<file path="config.mk">
export PLATFORM = sky130hd
export DESIGN_NAME = delay_line_ctrl_flat
export DESIGN_NICKNAME = d
export VERILOG_FILES = /design/src/rtl/delay_line_ctrl_if.sv /design/src/rtl/delay_line_ctrl.sv /design/src/flat_wrapper.sv
export SDC_FILE = /design/constraint.sdc
export NUM_CORES = 1
export LEC_CHECK = 0
export CAP_MARGIN = 30
export CORE_AREA = 10 10 47 49
export DETAILED_ROUTE_END_ITERATION = 16
export DIE_AREA = 0 0 57 59
export GPL_ROUTABILITY_DRIVEN = 0
export HOLD_SLACK_MARGIN = 0.12
export PLACE_DENSITY = 0.66
export RECOVER_POWER = 25
export SLEW_MARGIN = 25
export SYNTH_ARGS = -nofsm -noshare
export SYNTH_HDL_FRONTEND = slang
export SYNTH_SLANG_ARGS = --single-unit
</file>
<file path="constraint.sdc">
create_clock -name clk -period 2.3 [get_ports clk]
set_input_delay 0.46 -clock clk [delete_from_list [all_inputs] [get_ports clk]]
set_output_delay 0.46 -clock clk [all_outputs]
set_load 0.05 [all_outputs]
</file>
<file path="src/rtl/delay_line_ctrl_if.sv">
// Valid/ready handshake bundle around the controlled delay chain: intake at d, delivery at q.
// The controller takes the slave modport; the upstream/downstream side takes master.
interface delay_line_ctrl_if;
  logic in_valid;
  logic in_ready;
  logic out_valid;
  logic out_ready;

  modport slave (
    input  in_valid,
    output in_ready,
    output out_valid,
    input  out_ready
  );

  modport master (
    output in_valid,
    input  in_ready,
    input  out_valid,
    output out_ready
  );
endinterface

</file>
<file path="src/rtl/delay_line_ctrl.sv">
// Valid-shadow controller for a DEPTH-stage shift chain; a bit accepted in cycle t is presented in cycle t+DEPTH.
// A valid q stalled by out_ready=0 freezes the whole chain and intake; drain stops intake and empties the chain.
module delay_line_ctrl #(
  parameter  int DEPTH = 4,
  localparam int OW    = $clog2(DEPTH + 1)
) (
  input  logic                  clk,
  input  logic                  rst,
  delay_line_ctrl_if.slave      bus,
  input  logic                  drain,
  output logic                  en,
  output logic [OW-1:0]         occupancy,
  output logic                  busy,
  output logic                  drain_done
);

  typedef enum logic [1:0] {IDLE, RUN, DRAIN} state_t;

  state_t           state_q, state_d;
  logic [DEPTH-1:0] vld_q, vld_d;
  logic [OW-1:0]    occ_q, occ_d;
  logic             drain_arm_q, drain_arm_d;
  logic             drain_done_q, drain_done_d;
  logic             accept, deliver, drain_trig;

  // vld_q[DEPTH-1] shadows the q stage; a stalled valid q is the only thing that stops the chain.
  assign en            = bus.out_ready | ~vld_q[DEPTH-1];
  assign drain_trig    = drain & drain_arm_q & (state_q != DRAIN);
  assign bus.in_ready  = en & (state_q != DRAIN) & ~drain_trig;
  assign bus.out_valid = vld_q[DEPTH-1];
  assign accept        = bus.in_valid & bus.in_ready;
  assign deliver       = bus.out_valid & bus.out_ready;

  assign occupancy  = occ_q;
  assign busy       = (state_q != IDLE);
  assign drain_done = drain_done_q;

  always_comb begin
    vld_d = vld_q;
    if (en) begin
      vld_d[0] = accept;
      for (int i = 1; i < DEPTH; i++) begin
        vld_d[i] = vld_q[i-1];
      end
    end
  end

  assign occ_d = occ_q + OW'(accept) - OW'(deliver);

  always_comb begin
    state_d      = state_q;
    drain_done_d = 1'b0;
    drain_arm_d  = drain_arm_q;
    if (drain_trig) begin
      drain_arm_d = 1'b0;
    end else if (!drain && state_q != DRAIN) begin
      drain_arm_d = 1'b1;
    end
    case (state_q)
      IDLE: begin
        if (drain_trig) begin
          state_d = DRAIN;
        end else if (accept) begin
          state_d = RUN;
        end
      end
      RUN: begin
        if (drain_trig) begin
          state_d = DRAIN;
        end else if (occ_d == '0) begin
          state_d = IDLE;
        end
      end
      DRAIN: begin
        if (occ_d == '0) begin
          state_d      = IDLE;
          drain_done_d = 1'b1;
        end
      end
      default: state_d = IDLE;
    endcase
  end

  // Drain re-arms only after drain is seen low outside DRAIN, so a held request fires once.
  always_ff @(posedge clk or negedge rst) begin
    if (!rst) begin
      state_q      <= IDLE;
      vld_q        <= '0;
      occ_q        <= '0;
      drain_arm_q  <= 1'b1;
      drain_done_q <= 1'b0;
    end else begin
      state_q      <= state_d;
      vld_q        <= vld_d;
      occ_q        <= occ_d;
      drain_arm_q  <= drain_arm_d;
      drain_done_q <= drain_done_d;
    end
  end

endmodule

</file>
<file path="src/flat_wrapper.sv">
// flat-port wrapper written by rule: the top's interface ports become plain ports
module delay_line_ctrl_flat 
#(
  parameter  int DEPTH = 4,
  localparam int OW    = $clog2(DEPTH + 1)
)
  (clk, rst, drain, en, occupancy, busy, drain_done, bus_in_valid, bus_in_ready, bus_out_valid, bus_out_ready);
  delay_line_ctrl_if bus_i ();
  input  logic clk;
  input  logic rst;
  input  logic drain;
  output logic en;
  output logic [OW-1:0] occupancy;
  output logic busy;
  output logic drain_done;
  input wire logic [$bits(bus_i.in_valid)-1:0] bus_in_valid;
  output wire logic [$bits(bus_i.in_ready)-1:0] bus_in_ready;
  output wire logic [$bits(bus_i.out_valid)-1:0] bus_out_valid;
  input wire logic [$bits(bus_i.out_ready)-1:0] bus_out_ready;
  assign bus_i.in_valid = bus_in_valid;
  assign bus_in_ready = bus_i.in_ready;
  assign bus_out_valid = bus_i.out_valid;
  assign bus_i.out_ready = bus_out_ready;
  delay_line_ctrl #(.DEPTH(DEPTH)) u_core (.clk(clk), .rst(rst), .bus(bus_i), .drain(drain), .en(en), .occupancy(occupancy), .busy(busy), .drain_done(drain_done));
endmodule
</file>
Yosys cells after proc, flatten, opt, wreduce, memory -nomap -nowiden
Index checks and enable logic that the tools add are counted.
{ "totals": {"regBits": 11, "in_bits": 5, "output_inout_bits": 8, "word_cells": 35} }
{ "classes": {"add_sub_neg": 2, "n_eq_ne": 4, "n_mux": 9, "n_bitwise": 9, "reduce_logical": 6} }
{ "op_table": {"columns": ["operator", "n"], "rows": [
  ["$mux 2", 4],
  ["$and 1x1->1", 6],
  ["$pmux 2 s3", 1],
  ["$mux 1", 4],
  ["$reduce_bool 2->1", 2],
  ["$add 3x1->3", 1],
  ["$logic_not 3->1", 1],
  ["$ne 3x1->1 const B", 1],
  ["$sub 3x1->3", 1],
  ["$eq 2x1->1 const B", 1],
  ["$eq 2x2->1 const B", 1],
  ["$logic_not 2->1", 1],
  ["$ne 2x2->1 const B", 1],
  ["$not 1->1", 2],
  ["$logic_and 1x1->1", 1],
  ["$logic_not 1->1", 1],
  ["$or 1x1->1", 1]
]} }

Longest topological paths before layout
{ "logic_depth": {"word_depth": 11, "depth_mapped": 8, "depth_no_buf": 8} }

Least setup slack after synthesis
No wires, ideal clock.
{ "synth_timing": {"path_type": "flip-flop to flip-flop", "start": "register u_core.vld_q[3]", "end": "register u_core.state_q[1]", "setup_time_ns": 0.141, "t_arrival_ns": 2.613, "required_time_ns": 2.159, "setup_slack_ns": -0.454, "stages_incl_launch_ff": 8, "path_buffers": 0, "synth_period_minus_slack_ns": 2.754, "cell_sequence": "dfrtp_1 > nor2b_4 > a211oi_2 > and2_1 > ha_1 > fa_1 > nor2_1 > a32oi_1"} }
{ "synth_between": {"elab_chain_cells": 11, "word_cells_on_any_way": 13, "classes_between": "add/sub (2); eq/ne (1); mux (3); bitwise (6); reduce/logical (1)"} }
{ "synth_lines": {"columns": ["item", "line_no", "rtl"], "rows": [
  ["start, declared", "delay_line_ctrl.sv:20", "logic [DEPTH-1:0] vld_q, vld_d;"],
  ["start signal, assigned", "delay_line_ctrl.sv:94", "vld_q <= vld_d;"],
  ["$not 1->1 *", "delay_line_ctrl.sv:27", "assign en = bus.out_ready | ~vld_q[DEPTH-1];"],
  ["$or 1x1->1 *", "delay_line_ctrl.sv:27", null],
  ["$and 1x1->1 * (2 in series)", "delay_line_ctrl.sv:29", "assign bus.in_ready = en & (state_q != DRAIN) & ~drain_trig;"],
  ["named net bus_in_ready", "flat_wrapper.sv:17", "output wire logic [$bits(bus_i.in_ready)-1:0] bus_in_ready;"],
  ["$and 1x1->1 *", "delay_line_ctrl.sv:31", "assign accept = bus.in_valid & bus.in_ready;"],
  ["named net u_core.accept", "delay_line_ctrl.sv:24", "logic accept, deliver, drain_trig;"],
  ["$add 3x1->3 *", "delay_line_ctrl.sv:48", "assign occ_d = occ_q + OW'(accept) - OW'(deliver);"],
  ["$sub 3x1->3 *", "delay_line_ctrl.sv:48", null],
  ["named net u_core.occ_d[1]", "delay_line_ctrl.sv:21", "logic [OW-1:0] occ_q, occ_d;"],
  ["$logic_not 3->1 *", "delay_line_ctrl.sv:70, delay_line_ctrl.sv:75", null],
  ["$mux 2 *", null, null],
  ["$mux 2", null, null],
  ["$pmux 2 s3 *", null, null],
  ["end signal, assigned", "delay_line_ctrl.sv:93", "state_q <= state_d;"],
  ["end, declared", "delay_line_ctrl.sv:19", "state_t state_q, state_d;"]
]} }
The timed path passes the listed nets; every way through them passes the cells marked *.
A chain may end at the register's enable or synchronous reset.

Worst setup path in the final report
{ "layout_timing": {"start": "register u_core.state_q[1]", "end": "output port busy"} }
{ "layout_between": {"elab_chain_cells": 1} }
{ "layout_lines": {"columns": ["item", "line_no", "rtl"], "rows": [
  ["$reduce_bool 2->1", "delay_line_ctrl.sv:35", "assign busy = (state_q != IDLE);"],
  ["end, declared", "flat_wrapper.sv:14", "output logic busy;"]
]} }
Every way passes these cells.

==> flow_summary_export.csv <==
group,metric,value,unit
synth,async_reset_ff_frac,1.000,
route,viasPerCell,4.512,
route,drc_errors,0,
synth,synth_edf_count,0,
route,drtIter0Drc,4,
min_path,min_to,"u_core.vld_q[1]",
synth,synth.most_common_cell,"dfrtp_1",
synth,synth_cell_types,21,
synth,yosys-top-cells-area,"dfrtp_1, dfstp_2, ha_1",
synth,synth_compound_area_frac,0.1205,
timing,rsz0062_at_grt,"no",
setup_path,critPathLaunchType,"flip-flop",
synth,yosys_warnings,0,
clocking,tritoncts,"yes",
cells_and_area,layout-drive-gt1-share,0.3088,
synth,synth_top_area_frac,0.4819,
synth,synth_area_leader_cell,"dfrtp_1",
synth,ys_seq_area_frac,0.5325,
timing,fmax,0.4475,GHz
timing,fin_crit_sh,0.9717,
setup_path,r2r_slack,0.22,ns
timing,hold_violations,0,
floorplanning,coreArea,1401,um2
timing,slew_headroom,0.6659,
cells_and_area,diodes,0,
timing,worstMarginPinSlew,0.4996,ns
floorplanning,die_area,3363,um2
synth,synth_area,519.2,um2
global_route,track_usage,0.06518,
min_path,whs_path_depth,2,
placement,dp_slack,-0.4508,ns
global_route,antenna_found_initial,0,
synth,ys_seq_elements,11,
timing,setup_viol,0,
synth,synth_top_family_by_area,"simple AND/OR/NAND/NOR gates",
clocking,clockBufferDepth,2,
setup_path,crit_required,1.84,ns
global_route,grt_start_max_net_pins,12,
clocking,post_cts.repair.setup_buffers,0,
timing,slew_viol_final,0,
synth,synthMuxAreaShare,0,
setup_path,rr_endpoint,"u_core.state_q[0]",
placement,portBuffers,12,
setup_path,r2r-start,"u_core.state_q[0]",
floorplanning,fp.dieH,59,um
synth,syn_inst,46,
cells_and_area,area_growth,50.36,%
cells_and_area,design_area,780.7,um2
timing,hold_ws,0.4672,ns
route,wl_per_cell,11.36,um
job,cap_violations,0,
min_path,hold_path_class,"reg -> reg",
timing,period_minus_slack,2.235,ns
clocking,cts_hold_buf,0,
cells_and_area,layout.cells.non_filler,84,
route,via_count,379,
global_route,gr-total-overflow,0,
global_route,grt_pass1_vias,432,
synth,syn_nets,54,
synth,syn_area_per_cell,11.29,um2
clocking,h-tree-depth,1,
synth,yosys.area_share.simple,0.1831,
clocking,clk-insertion-delay-late,0.26,ns
floorplanning,fp.dieW,57,um
setup_path,worstPathArrival,1.77,ns
synth,synthXorXnorAreaFrac,0.03373,
clocking,cts_root_buf,"clkbuf_4",
cells_and_area,fillers,129,
placement,dpl.hpwl,784.9,um
placement,placed_area,735.7,um2
synth,synthFlopType,"dfrtp_1",
setup_path,path_class,"reg -> out",
status,outcome,"completed",
route,routed_wl,954,um
floorplanning,boundaryPins,13,
clocking,cts_buffers,3,
global_route,grt_pass1_wl,1759,um
placement,place_inst,80,
cells_and_area,regArea,277.8,um2
cells_and_area,fin_nets,77,
timing,finalWorstSetupSlack,0.06515,ns
route,ant_nets,0,
timing,finClkSkew,0.0007259,ns
setup_path,critPathCaptureType,"primary output",
route,drt-pass1-iter-count,4,
floorplanning,initial_core_util,0.3705,
setup_path,crit_fanout,5,
setup_path,r2r.worst_path.cells,8,
synth,synthAdderAreaFrac,0.08675,
floorplanning,rows,14,
min_path,min-delay-start,"u_core.vld_q[1]",
synth,ys_top_cells_by_count,"dfrtp_1, inv_1, nand2_1",
cells_and_area,multi_input_area,247.7,um2
clocking,clk_pin_slew,0.06,ns
clocking,clock_sinks,11,
## layout by cell type (no fill, tap or decap), types with 2 or more instances in the layout
master,n
a21oi_1,2
and2_1,2
buf_12,2
buf_4,6
clkbuf_4,3
clkdlybuf4s50_1,7
dfrtp_1,9
ha_1,2
inv_1,6
nand2_1,6
nand2b_1,2
xnor2_2,2
## layer usage
metal	track usage	vias up	wire length (um)
met2	0.09922	11	413
li1	-	193	-
met5	0	-	0
met1	0.07862	172	448
met4	0.03020	0	19
met3	0.02575	3	73
## worst max path at each step
stage / startpoint / endpoint / slack, ns / cells past startpoint
6_report: u_core.state_q[1] / busy / 0.07 / 3
5_1_grt: bus_out_ready / u_core.state_q[0] / 0.01 / 9
4_1_cts: u_core.state_q[1] / busy / 0.06 / 3
3_5_place_dp: bus_out_ready / u_core.state_q[1] / -0.45 / 9
3_3_place_gp: bus_out_ready / u_core.state_q[0] / -0.40 / 9
2_1_floorplan: u_core.vld_q[3] / u_core.state_q[1] / -0.05 / 7
## per-stage QoR
stage,setup TNS (ns),util
floorplan,-0.1392,-
global route,0,0.5571
CTS,0,0.5554
global placement,-1.470,0.5250
detailed placement,-1.633,0.5250
finish,0,0.5571
## final cells by class
class	instances	area share
Timing Repair Buffer	18	0.2388
Inverter	6	0.02885
Sequential cell	11	0.3558
Multi-Input combinational cell	29	0.3173
Clock buffer	4	0.03365
Tap cell	16	0.02564
## sequential cells by signal, summed over array words and instances (netlist names)
signal	flops
u_core.vld_q	4
u_core.occupancy	3
u_core.state_q	2
u_core.drain_arm_q	1
u_core.drain_done	1
## kinds of logic after synthesis
kind of cell,Yosys count
fa+ha+maj,3
xor+xnor,2
simple gates,17
compound gates,7
buf+inv,6
flops,11
## critical path, stage by stage (launching register included)
cell and delay (ns):
dfrtp_1 0.37, buf_4 0.15, or2_2 0.29, clkdlybuf4s50_1 0.70
## timing repair
| item | CTS | global route |
|---|---|---|
| setup endpoints to repair | 4 | 3 |
| pin swaps | 3 | 2 |
| resized for setup | 4 | 1 |
Power is left out: the tool's default activity adds up to more than one toggle a clock period on the data nets, which glitch-free logic cannot reach.
